**src/rtl/ysyx_22040386_wb_pkg.sv**
```systemverilog
// Shared types for the writeback/retire stage: retire entry layout and grant sources.
package ysyx_22040386_wb_pkg;
  localparam int WB_XLEN = 64;
  localparam int WB_AW   = 5;

  typedef struct packed {
    logic [WB_XLEN-1:0] pc;
    logic [WB_XLEN-1:0] data;
    logic [WB_AW-1:0]   addr;
    logic               we;
  } wb_entry_t;

  typedef enum logic [1:0] {GNT_NONE, GNT_LL, GNT_FIFO, GNT_BYP} gnt_e;
endpackage

```
**src/rtl/ysyx_22040386_wb_retire_if.sv**
```systemverilog
// Retire-stage bus: MEM/WB input handshake, long-latency result port and writeback outputs.
interface ysyx_22040386_wb_retire_if #(
  parameter int XLEN = 64,
  parameter int AW   = 5
);
  logic            i_WB_valid;
  logic            o_WB_ready;
  logic [XLEN-1:0] i_WB_reg_wr_data;
  logic            i_WB_RegWrite;
  logic [AW-1:0]   i_WB_reg_wr_addr;
  logic [XLEN-1:0] i_WB_pc;
  logic            i_LL_valid;
  logic            o_LL_ready;
  logic [AW-1:0]   i_LL_addr;
  logic [XLEN-1:0] i_LL_data;
  logic            o_WB_RegWrite;
  logic [AW-1:0]   o_WB_reg_wr_addr;
  logic [XLEN-1:0] o_WB_reg_wr_data;
  logic [XLEN-1:0] o_WB_pc;
  logic            o_WB_commit;

  modport master (
    output i_WB_valid, i_WB_reg_wr_data, i_WB_RegWrite, i_WB_reg_wr_addr, i_WB_pc,
    output i_LL_valid, i_LL_addr, i_LL_data,
    input  o_WB_ready, o_LL_ready, o_WB_RegWrite, o_WB_reg_wr_addr, o_WB_reg_wr_data,
    input  o_WB_pc, o_WB_commit
  );

  modport slave (
    input  i_WB_valid, i_WB_reg_wr_data, i_WB_RegWrite, i_WB_reg_wr_addr, i_WB_pc,
    input  i_LL_valid, i_LL_addr, i_LL_data,
    output o_WB_ready, o_LL_ready, o_WB_RegWrite, o_WB_reg_wr_addr, o_WB_reg_wr_data,
    output o_WB_pc, o_WB_commit
  );
endinterface

```
**src/rtl/ysyx_22040386_wb_fifo.sv**
```systemverilog
// In-order retire FIFO; pointer reset alone discards contents, storage itself is not reset.
module ysyx_22040386_wb_fifo
  import ysyx_22040386_wb_pkg::*;
#(
  parameter int  DEPTH   = 2,
  parameter type entry_t = wb_entry_t
) (
  input  logic   i_clk,
  input  logic   i_rst_n,
  input  logic   push,
  input  logic   pop,
  input  entry_t din,
  output entry_t head,
  output logic   full,
  output logic   empty
);
  localparam int PW = $clog2(DEPTH);
  localparam logic [PW:0] FULL_OCC = DEPTH[PW:0];

  entry_t        mem [DEPTH];
  logic [PW-1:0] wr_ptr, rd_ptr;
  logic [PW:0]   occ;

  always_ff @(posedge i_clk or negedge i_rst_n) begin
    if (!i_rst_n) begin
      wr_ptr <= '0;
      rd_ptr <= '0;
      occ    <= '0;
    end else begin
      if (push) wr_ptr <= wr_ptr + 1'b1;
      if (pop)  rd_ptr <= rd_ptr + 1'b1;
      case ({push, pop})
        2'b10:   occ <= occ + 1'b1;
        2'b01:   occ <= occ - 1'b1;
        default: occ <= occ;
      endcase
    end
  end

  always_ff @(posedge i_clk) begin
    if (push) mem[wr_ptr] <= din;
  end

  assign head  = mem[rd_ptr];
  assign full  = (occ == FULL_OCC);
  assign empty = (occ == '0);
endmodule

```
**src/rtl/ysyx_22040386_wb_retire.sv**
```systemverilog
// Writeback/retire stage: arbitrates the regfile write port between LL results, the FIFO and bypass.
// Define YSYX_WB_COMMIT_CNT_EN to add the 64-bit o_WB_commit_cnt retire counter.
module ysyx_22040386_wb_retire
  import ysyx_22040386_wb_pkg::*;
#(
  parameter int XLEN       = 64,
  parameter int AW         = 5,
  parameter int DEPTH      = 2,
  parameter int STARVE_MAX = 4
) (
  input  logic                          i_clk,
  input  logic                          i_rst_n,
`ifdef YSYX_WB_COMMIT_CNT_EN
  output logic [63:0]                   o_WB_commit_cnt,
`endif
  ysyx_22040386_wb_retire_if.slave      wb
);
  localparam int SW = $clog2(STARVE_MAX + 1);
  localparam logic [SW-1:0] STARVE_LIM = SW'(STARVE_MAX);

  typedef struct packed {
    logic [XLEN-1:0] pc;
    logic [XLEN-1:0] data;
    logic [AW-1:0]   addr;
    logic            we;
  } entry_t;

  entry_t        in_entry, head, sel;
  logic          fifo_full, fifo_empty;
  logic          accept, starve, push, pop;
  logic [SW-1:0] starve_cnt;
  gnt_e          gnt;

  always_comb begin
    in_entry      = '0;
    in_entry.pc   = wb.i_WB_pc;
    in_entry.data = wb.i_WB_reg_wr_data;
    in_entry.addr = wb.i_WB_reg_wr_addr;
    in_entry.we   = wb.i_WB_RegWrite;
  end

  // Ready looks only at registered occupancy, so no path from i_WB_valid.
  assign wb.o_WB_ready = i_rst_n & ~fifo_full;
  assign accept        = wb.i_WB_valid & wb.o_WB_ready;
  assign starve        = ~fifo_empty & (starve_cnt == STARVE_LIM);
  assign wb.o_LL_ready = wb.i_LL_valid & ~starve;

  always_comb begin
    gnt = GNT_NONE;
    if (wb.o_LL_ready)    gnt = GNT_LL;
    else if (!fifo_empty) gnt = GNT_FIFO;
    else if (accept)      gnt = GNT_BYP;
  end

  assign push = accept & (gnt != GNT_BYP);
  assign pop  = (gnt == GNT_FIFO);
  assign sel  = (gnt == GNT_FIFO) ? head : in_entry;

  ysyx_22040386_wb_fifo #(
    .DEPTH   (DEPTH),
    .entry_t (entry_t)
  ) u_fifo (
    .i_clk   (i_clk),
    .i_rst_n (i_rst_n),
    .push    (push),
    .pop     (pop),
    .din     (in_entry),
    .head    (head),
    .full    (fifo_full),
    .empty   (fifo_empty)
  );

  // The counter only advances while something is waiting behind the LL unit.
  always_ff @(posedge i_clk or negedge i_rst_n) begin
    if (!i_rst_n)                                   starve_cnt <= '0;
    else if (gnt == GNT_LL && !fifo_empty)          starve_cnt <= starve_cnt + 1'b1;
    else if (gnt == GNT_FIFO || gnt == GNT_BYP)     starve_cnt <= '0;
  end

  always_ff @(posedge i_clk or negedge i_rst_n) begin
    if (!i_rst_n) begin
      wb.o_WB_RegWrite    <= 1'b0;
      wb.o_WB_reg_wr_addr <= '0;
      wb.o_WB_reg_wr_data <= '0;
      wb.o_WB_pc          <= '0;
      wb.o_WB_commit      <= 1'b0;
    end else begin
      wb.o_WB_RegWrite <= 1'b0;
      wb.o_WB_commit   <= 1'b0;
      case (gnt)
        GNT_LL: begin
          wb.o_WB_RegWrite    <= |wb.i_LL_addr;
          wb.o_WB_reg_wr_addr <= wb.i_LL_addr;
          wb.o_WB_reg_wr_data <= wb.i_LL_data;
        end
        GNT_FIFO, GNT_BYP: begin
          wb.o_WB_RegWrite    <= sel.we & (|sel.addr);
          wb.o_WB_reg_wr_addr <= sel.addr;
          wb.o_WB_reg_wr_data <= sel.data;
          wb.o_WB_pc          <= sel.pc;
          wb.o_WB_commit      <= 1'b1;
        end
        default: ;
      endcase
    end
  end

`ifdef YSYX_WB_COMMIT_CNT_EN
  always_ff @(posedge i_clk or negedge i_rst_n) begin
    if (!i_rst_n) o_WB_commit_cnt <= '0;
    else          o_WB_commit_cnt <= o_WB_commit_cnt + 64'(wb.o_WB_commit);
  end
`endif
endmodule

```
**src/flat_wrapper.sv**
```systemverilog
// flat-port wrapper written by rule: the top's interface ports become plain ports
module ysyx_22040386_wb_retire_flat import ysyx_22040386_wb_pkg::*;
#(
  parameter int XLEN       = 64,
  parameter int AW         = 5,
  parameter int DEPTH      = 2,
  parameter int STARVE_MAX = 4
)
  (i_clk, i_rst_n, wb_i_WB_valid, wb_i_WB_reg_wr_data, wb_i_WB_RegWrite, wb_i_WB_reg_wr_addr, wb_i_WB_pc, wb_i_LL_valid, wb_i_LL_addr, wb_i_LL_data, wb_o_WB_ready, wb_o_LL_ready, wb_o_WB_RegWrite, wb_o_WB_reg_wr_addr, wb_o_WB_reg_wr_data, wb_o_WB_pc, wb_o_WB_commit);
  ysyx_22040386_wb_retire_if #(.XLEN(XLEN), .AW(AW)) wb_i ();
  input  logic i_clk;
  input  logic i_rst_n;
  input wire logic [$bits(wb_i.i_WB_valid)-1:0] wb_i_WB_valid;
  input wire logic [$bits(wb_i.i_WB_reg_wr_data)-1:0] wb_i_WB_reg_wr_data;
  input wire logic [$bits(wb_i.i_WB_RegWrite)-1:0] wb_i_WB_RegWrite;
  input wire logic [$bits(wb_i.i_WB_reg_wr_addr)-1:0] wb_i_WB_reg_wr_addr;
  input wire logic [$bits(wb_i.i_WB_pc)-1:0] wb_i_WB_pc;
  input wire logic [$bits(wb_i.i_LL_valid)-1:0] wb_i_LL_valid;
  input wire logic [$bits(wb_i.i_LL_addr)-1:0] wb_i_LL_addr;
  input wire logic [$bits(wb_i.i_LL_data)-1:0] wb_i_LL_data;
  output wire logic [$bits(wb_i.o_WB_ready)-1:0] wb_o_WB_ready;
  output wire logic [$bits(wb_i.o_LL_ready)-1:0] wb_o_LL_ready;
  output wire logic [$bits(wb_i.o_WB_RegWrite)-1:0] wb_o_WB_RegWrite;
  output wire logic [$bits(wb_i.o_WB_reg_wr_addr)-1:0] wb_o_WB_reg_wr_addr;
  output wire logic [$bits(wb_i.o_WB_reg_wr_data)-1:0] wb_o_WB_reg_wr_data;
  output wire logic [$bits(wb_i.o_WB_pc)-1:0] wb_o_WB_pc;
  output wire logic [$bits(wb_i.o_WB_commit)-1:0] wb_o_WB_commit;
  assign wb_i.i_WB_valid = wb_i_WB_valid;
  assign wb_i.i_WB_reg_wr_data = wb_i_WB_reg_wr_data;
  assign wb_i.i_WB_RegWrite = wb_i_WB_RegWrite;
  assign wb_i.i_WB_reg_wr_addr = wb_i_WB_reg_wr_addr;
  assign wb_i.i_WB_pc = wb_i_WB_pc;
  assign wb_i.i_LL_valid = wb_i_LL_valid;
  assign wb_i.i_LL_addr = wb_i_LL_addr;
  assign wb_i.i_LL_data = wb_i_LL_data;
  assign wb_o_WB_ready = wb_i.o_WB_ready;
  assign wb_o_LL_ready = wb_i.o_LL_ready;
  assign wb_o_WB_RegWrite = wb_i.o_WB_RegWrite;
  assign wb_o_WB_reg_wr_addr = wb_i.o_WB_reg_wr_addr;
  assign wb_o_WB_reg_wr_data = wb_i.o_WB_reg_wr_data;
  assign wb_o_WB_pc = wb_i.o_WB_pc;
  assign wb_o_WB_commit = wb_i.o_WB_commit;
  ysyx_22040386_wb_retire #(.XLEN(XLEN), .AW(AW), .DEPTH(DEPTH), .STARVE_MAX(STARVE_MAX)) u_core (.i_clk(i_clk), .i_rst_n(i_rst_n), .wb(wb_i));
endmodule
```
**config.mk**
```make
export PLATFORM = sky130hd
export DESIGN_NAME = ysyx_22040386_wb_retire_flat
export DESIGN_NICKNAME = d
export VERILOG_FILES = /design/src/rtl/ysyx_22040386_wb_pkg.sv /design/src/rtl/ysyx_22040386_wb_retire_if.sv /design/src/rtl/ysyx_22040386_wb_fifo.sv /design/src/rtl/ysyx_22040386_wb_retire.sv /design/src/flat_wrapper.sv
export SDC_FILE = /design/constraint.sdc
export NUM_CORES = 1
export LEC_CHECK = 0
export CAP_MARGIN = 20
export CORE_MARGIN = 3
export CORE_UTILIZATION = 51
export CTS_CLUSTER_SIZE = 8
export DETAILED_ROUTE_END_ITERATION = 6
export GPL_ROUTABILITY_DRIVEN = 1
export MAX_ROUTING_LAYER = met4
export PLACE_DENSITY = 0.8
export RECOVER_POWER = 50
export SLEW_MARGIN = 20
export SYNTH_ARGS = -nofsm -noshare
export SYNTH_HDL_FRONTEND = slang
export SYNTH_SLANG_ARGS = --single-unit
```
**constraint.sdc**
```tcl
create_clock -name i_clk -period 8.51 [get_ports i_clk]
set_input_delay 1.702 -clock i_clk [delete_from_list [all_inputs] [get_ports i_clk]]
set_output_delay 1.702 -clock i_clk [all_outputs]
set_load 0.01 [all_outputs]
```
==> reports/results.ini, run 1 <==
[sta]
finClkSkew_ns=0.0217
max_slew_margin_pct=30.4
slew_violations=0
fin_crit_ns=5.13
finalHoldViolCount=0
setup_slack_ns=3.38
fin_tns_setup_ns=0
max_freq_mhz=195
worst-slew-pin-transition_ns=1.04
timing.final.crit_share_pct=60.3
grt_setup_unrepaired=no
final-setup-viol-count=0

[synthesis]
seq_area_frac_synth_pct=71.2
syn-num-nets=1366
synth_edf_count=268
syn_inst=1156
synth_area_leaders=edfxtp_1 49%, dfrtp_1 22%, o22ai_1 4.4%
synthArstFlopShare_pct=34.6
netlist.area_leader.share_pct=49.4
synth_cell_types=42
netlist_area_um2=16300
synth_flop_cell=edfxtp_1
synth.avg_cell_area_um2=14.1
yosysWarnings=0
ys_ff_latch=410
synth.largest_area_cell=edfxtp_1

[cts]
postCtsSetupBuffers=0
cts-buffers-inserted=57
cts.sinks=410
cts_tree=done
root_buffer=clkbuf_16
h-tree-depth=2
holdBufCountCts=0
clock_tree.buffer_depth=3
clock_latency_ns=0.55
cts_resized=0
clkTransAtPathRegs_ns=0.05

[floorplan]
coreArea_um2=31100
dieWidth_um=185
rows=64
start_util_pct=52.5
die_area_um2=34200
die_h_um=185
io_pins=344

[worst_setup_path]
critical_path.max_fanout=12
cpPeakStageDelay_ns=0.91
cp-startpoint=wb_i_LL_valid
cp_data_arrival_time_ns=3.43
end_kind=output port
r2r_end=u_core.u_fifo.occ[1]
critical-path-slowest-cell=dlygate4sd3_1
r2r_cells=9
worstSetupPathType=input pin to output port
crit_family=buffers and inverters
r2r_start=u_core.starve_cnt[0]
path_buf_inv=3
rrSetupSlack_ns=5.39
start_kind=input pin
crit_required_ns=6.81
cp_cell_sequence=dlygate4sd3_1 > nand2_2 > inv_1 > clkdlybuf4s50_1

[status]
status=complete, no violations

[power_and_ir_drop]
ir_worst_vdd_mv=0.189
p_leak_uw=0.00772
power-per-cell-area_nw_per_um2=324

[drt]
antenna_left=0
post_drt_wl_per_cell_um=21.3
via_per_inst=5.75
vias=11200
drc=0
drt_pass1_iterations=5
routed_wirelength_um=41200
first_iter_violations=770

[hold_path]
hp-class=register to register
hold_end=u_core.wb.o_WB_pc[50]
min_from=u_core.wb.o_WB_pc[50]
min_path_cells=2

[cells_and_area]
mostFrequentLayoutCells=268 x edfxtp_1, 202 x dlygate4sd3_1, 141 x dfrtp_1, 140 x clkdlybuf4s50_1, 133 x nor2_1
final_nets=1699
filler_cell_count=2147
drive_gt1_share_pct=10.6
final_cells=1939
layout_commonest_cell=edfxtp_1
areaGrowthSynthToFinish_pct=32.6

[global_routing]
grt_max_degree=89
grt_pass1_wl_um=63700
grt_pass1_vias=11400
grt_usage_pct=24.5
grt_overflow=0
antenna_found_initial=10

[placed_design]
place_congestion=0.809
dp_hpwl_um=25300
dp.cells=1826
numPortBuffers=343
dpl_worst_slack_ns=3.29

[flow_run]
cap_violations=0

[state kept, by name (all words and copies together) (netlist names)]
name / cells
u_core.wb.o_WB_RegWrite: 1
u_core.wb.o_WB_pc: 64
u_core.wb.o_WB_reg_wr_data: 64
u_core.wb.o_WB_reg_wr_addr: 5
u_core.u_fifo.occ: 2
u_core.u_fifo.rd_ptr: 1
u_core.u_fifo.wr_ptr: 1
u_core.wb.o_WB_commit: 1
u_core.u_fifo.mem: 268
u_core.starve_cnt: 3
[worst reg2reg max path, stage by stage, from the launching register on]
cell and delay (ns):
dfrtp_1 0.41, inv_1 0.07, ha_1 0.19, a21bo_2 0.25, nand2_4 0.53, inv_2 0.19
buf_4 0.70, ha_1 0.42, nor2_1 0.14, xor2_1 0.15
[how the worst max path moves through the flow]
stage / cells past startpoint / endpoint / slack (ns)
after floorplan: 4 / u_core.u_fifo.mem[0][0] / -0.06
final: 4 / wb_o_LL_ready / 3.38
after detailed placement: 8 / u_core.wb.o_WB_reg_wr_addr[3] / 3.29
after global placement: 8 / u_core.wb.o_WB_reg_wr_addr[2] / 3.37
after CTS: 4 / wb_o_LL_ready / 3.47
after global routing: 4 / wb_o_LL_ready / 3.35
[cell type report]
type / count / area, um^2 / area share (%)
Tap cell: 396 / 495 / 2.29
Timing Repair Buffer: 357 / 3560 / 16.5
Inverter: 7 / 26.3 / 0.122
Clock inverter: 1 / 30.0 / 0.139
Antenna cell: 10 / 25.0 / 0.116
Multi-Input combinational cell: 656 / 4270 / 19.8
Clock buffer: 102 / 1610 / 7.42
Sequential cell: 410 / 11600 / 53.7
[logic make-up (layout without fill, tap and decap cells)]
| logic type | after synthesis | in the layout | synth area share, % |
|---|---|---|---|
| AOI/OAI and AO/OA | 285 | 285 | 12.4 |
| muxes | 74 | 74 | 5.03 |
| xor gates and xnor gates | 5 | 5 | 0.269 |
| other | 0 | 10 | 0 |
| and+or+nand+nor | 289 | 289 | 8.08 |
| DFF | 410 | 410 | 71.2 |
| buffers and inverters | 90 | 467 | 2.86 |
| adders and majority gates | 3 | 3 | 0.230 |
[per-stage QoR]
stage               total power (uW)  hold WS, ns  util (%)  instance area [um^2]
floorplan                       4040        0.468         -                 16300
global placement                4980        0.461      64.1                 19900
detailed placement              5050        0.465      64.2                 20000
CTS                             7140        0.477      69.5                 21600
global route                    7360        0.487      69.6                 21600
finish                          7010        0.465      69.6                 21600
[routing by layer]
metal  global-route usage (%)  up-vias  routed length (um)
met5                        -        -                   0
met4                     8.97        0                1400
met3                     4.62       91                2590
met2                     39.4      422               20700
met1                     31.3     5561               16500
li1                         -     5083                   -
[synthesized netlist by cell type (all sizes together), types with 7 or more instances]
cell and instances:
edfxtp 268, dfrtp 142, nor2 135, o22ai 125, nand2 68, nor2b 67
a211oi 65, o31ai 65, mux2 63, buf 44, clkbuf 39, mux2i 11
a21oi 10, inv 7, nand3 7, o211ai 7
[power by group]
| group | leakage [uW] | switching, uW | internal [uW] |
|---|---|---|---|
| Sequential | 0.00411 | 271 | 2600 |
| Clock | 0.000776 | 782 | 1280 |
| Combinational | 0.00284 | 1100 | 976 |
| Total | 0.00772 | 2150 | 4850 |
Power figures use the tool's default switching activity.
==> inputs of run 2 (changes only) <==
- CORE_UTILIZATION: 51 -> 46
- PLACE_DENSITY: 0.8 -> 0.76
- clock period: 8.51 -> 4.5 ns (I/O delays scaled with it)
==> run 2 against run 1 <==
Against the previous run: worst hold slack worse by 0.16 ns; combinational power is 94% higher; global-route usage is 2.6 points lower; the flow now finishes with violations (max-capacitance violations, max-slew violations); clock power is 91% higher; sequential share of layout area is 0.49 points lower; die area is 11% higher; largest power group unchanged; critical endpoint unchanged; total power is 90% higher; worst setup slack worse by 2.3 ns; flip-flop and latch count stayed put; clock skew is 0.0018 ns higher; first-iteration DRC count is 7.9% lower.
==> reports/results.ini, run 2 (synthesized netlist as in run 1, its figures left out) <==
[status]
status=finished with violations  ; was complete, no violations
violations=max-capacitance violations, max-slew violations

[cts]
clock_tree.buffer_depth=3  ; unchanged
holdBufCountCts=0  ; unchanged
cts-buffers-inserted=57  ; unchanged
cts.sinks=410  ; unchanged
postCtsSetupBuffers=0  ; unchanged
clock_latency_ns=0.58  ; was 0.55 ns
clkTransAtPathRegs_ns=0.05  ; about the same
root_buffer=clkbuf_16  ; unchanged
h-tree-depth=2  ; unchanged
cts_resized=0  ; unchanged
cts_tree=done  ; unchanged

[drt]
drt_pass1_iterations=5  ; unchanged
drc=0  ; unchanged
wl_met3_um=2140  ; was 2590 um
post_drt_wl_per_cell_um=20.3  ; was 21.3 um
vias=11000  ; was 11200
top_layer=met4  ; unchanged
via_per_inst=5.48  ; was 5.75
routed_wirelength_um=40700  ; was 41200 um
first_iter_violations=709  ; was 770
dr_wl_met2_um=20200  ; was 20700 um
wl_met1_um=17200  ; was 16500 um
antenna_left=0  ; unchanged

[cells_and_area]
regArea_um2=11600  ; unchanged
filler_cell_count=2560  ; was 2147
multiInputGateArea_um2=4270  ; about the same
top_regs=u_core.u_fifo.mem x268, u_core.wb.o_WB_pc x64, u_core.wb.o_WB_reg_wr_data x64  ; unchanged
areaGrowthSynthToFinish_pct=33.8  ; was 32.6%
largest_reg_flops=268  ; unchanged
final_nets=1702  ; was 1699
top_register=u_core.u_fifo.mem  ; unchanged
layout_commonest_cell=edfxtp_1  ; unchanged
mostFrequentLayoutCells=268 x edfxtp_1, 198 x dlygate4sd3_1, 144 x clkdlybuf4s50_1, 141 x dfrtp_1, 133 x nor2_1  ; was 268 x edfxtp_1, 202 x dlygate4sd3_1, 141 x dfrtp_1, 140 x clkdlybuf4s50_1, 133 x nor2_1
drive_gt1_share_pct=10.8  ; was 10.6%

[global_routing]
grt_pass1_wl_um=64400  ; was 63700 um
grt_pass1_vias=11500  ; was 11400
grt_overflow=0  ; unchanged
grt_max_degree=88  ; was 89
antenna_found_initial=10  ; unchanged
grt_usage_pct=21.9  ; was 24.5%

[sta]
timing.final.crit_share_pct=75.7
setup_slack_ns=1.09  ; was 3.38 ns
finalHoldViolCount=0  ; unchanged
fin_tns_setup_ns=0  ; unchanged
final-setup-viol-count=0  ; unchanged
max_freq_mhz=293
max_slew_margin_pct=-1.55  ; was 30.4%
slew_violations=58  ; was 0
fin_crit_ns=3.41
finClkSkew_ns=0.0235  ; was 0.0217 ns
worst-slew-pin-transition_ns=1.52  ; was 1.04 ns
grt_setup_unrepaired=no  ; unchanged

[power_and_ir_drop]
p_leak_uw=0.00777  ; was 0.00772 uW
p_sw_share_pct=30.8  ; was 30.7%
comb_power_share_pct=30.2  ; was 29.6%
seqPwrFrac_pct=40.3  ; was 40.9%
power-per-cell-area_nw_per_um2=611  ; was 324 nW/um^2
ir_worst_vdd_mv=0.400  ; was 0.189 mV
switching_power_uw=4110  ; was 2150 uW
p_int_uw=9230  ; was 4850 uW
clkPwrFrac_pct=29.5  ; was 29.4%

[worst_setup_path]
worstSetupPathType=input pin to output port  ; unchanged
critical_path.max_fanout=12  ; unchanged
cp_data_arrival_time_ns=2.51  ; was 3.43 ns
end_kind=output port  ; unchanged
crit_required_ns=3.60  ; was 6.81 ns
start_kind=input pin  ; unchanged

[placed_design]
dp_hpwl_um=25300  ; about the same
place_congestion=0.822  ; was 0.809
numPortBuffers=343  ; unchanged
dpl_worst_slack_ns=0.968  ; was 3.29 ns

[floorplan]
die_area_um2=37700  ; was 34200 um^2
dieWidth_um=194  ; was 185 um
io_pins=344  ; unchanged
rows=68  ; was 64
start_util_pct=47.0  ; was 52.5%
coreArea_um2=34700  ; was 31100 um^2
die_h_um=194  ; was 185 um

[flow_run]
cap_violations=1  ; was 0

[hold_path]
hp-class=input pin to async pin  ; was register to register

run 2: cell types whose count changed in the layout (fill, tap and decap cells not counted), moves of 2 or more:
| cell | previous run | this run |
|---|---|---|
| buf_12 | 0 | 8 |
| clkinv_8 | 0 | 2 |
| buf_6 | 2 | 0 |
| clkbuf_2 | 0 | 3 |
| clkbuf_1 | 44 | 46 |
| clkdlybuf4s50_1 | 140 | 144 |
| buf_4 | 12 | 5 |
| dlygate4sd3_1 | 202 | 198 |
run 2: worst paths after layout:
path	startpoint	endpoint	slack (ns)	depth (start not counted)
hold / removal	i_rst_n	u_core.wb.o_WB_reg_wr_data[60]	0.31	1
setup reg to reg	u_core.starve_cnt[0]	u_core.wb.o_WB_pc[15]	1.76	7
max in group asynchronous	i_rst_n	u_core.wb.o_WB_reg_wr_data[43]	1.68	3
setup / recovery	wb_i_LL_valid	wb_o_LL_ready	1.09	4
hold reg to reg	u_core.wb.o_WB_pc[47]	u_core.wb.o_WB_pc[47]	0.47	2
min in group i_clk	u_core.wb.o_WB_pc[47]	u_core.wb.o_WB_pc[47]	0.47	2
run 2: power by group through the flow:
stage | clock [uW] | combinational [uW] | sequential, uW
floorplan | 0 | 2030 | 5580
global placement | 0 | 3960 | 5510
finish | 3930 | 4030 | 5380
CTS | 4010 | 4080 | 5490
detailed placement | 0 | 4060 | 5530
global route | 4180 | 4370 | 5460
run 2: routing by layer:
metal  GRT usage (%)  vias to the layer above
met5               -                        -
met4            7.31                        0
met3            3.93                       79
met2            35.6                      350
met1            28.0                     5463
li1                -                     5097
run 2: area by class of cell:
type	count	share of cell area (%)
diodes	10	0.115
clock buffers	103	7.43
clock inverters	3	0.189
inverters	7	0.120
multi-input cells	656	19.6
flip-flops and latches	410	53.2
well taps	455	2.61
repair buffers	360	16.8
run 2: metrics by stage:
step,hold slack (ns),total power (uW),cell area (um^2),utilization [%],cells
2_1_floorplan,0.473,7610,16300,-,1156
3_3_place_gp,0.463,9470,20100,58.0,1887
3_5_place_dp,0.470,9590,20100,58.0,1887
4_1_cts,0.0937,13600,21800,62.8,1993
5_1_grt,0.315,14000,21800,62.8,2002
6_report,0.307,13300,21800,62.9,2004
run 2: worst max-delay path, cell delays in order:
cell	delay (ns)
dlygate4sd3_1	0.83
nand2_2	0.16
inv_1	0.08
clkdlybuf4s50_1	0.53
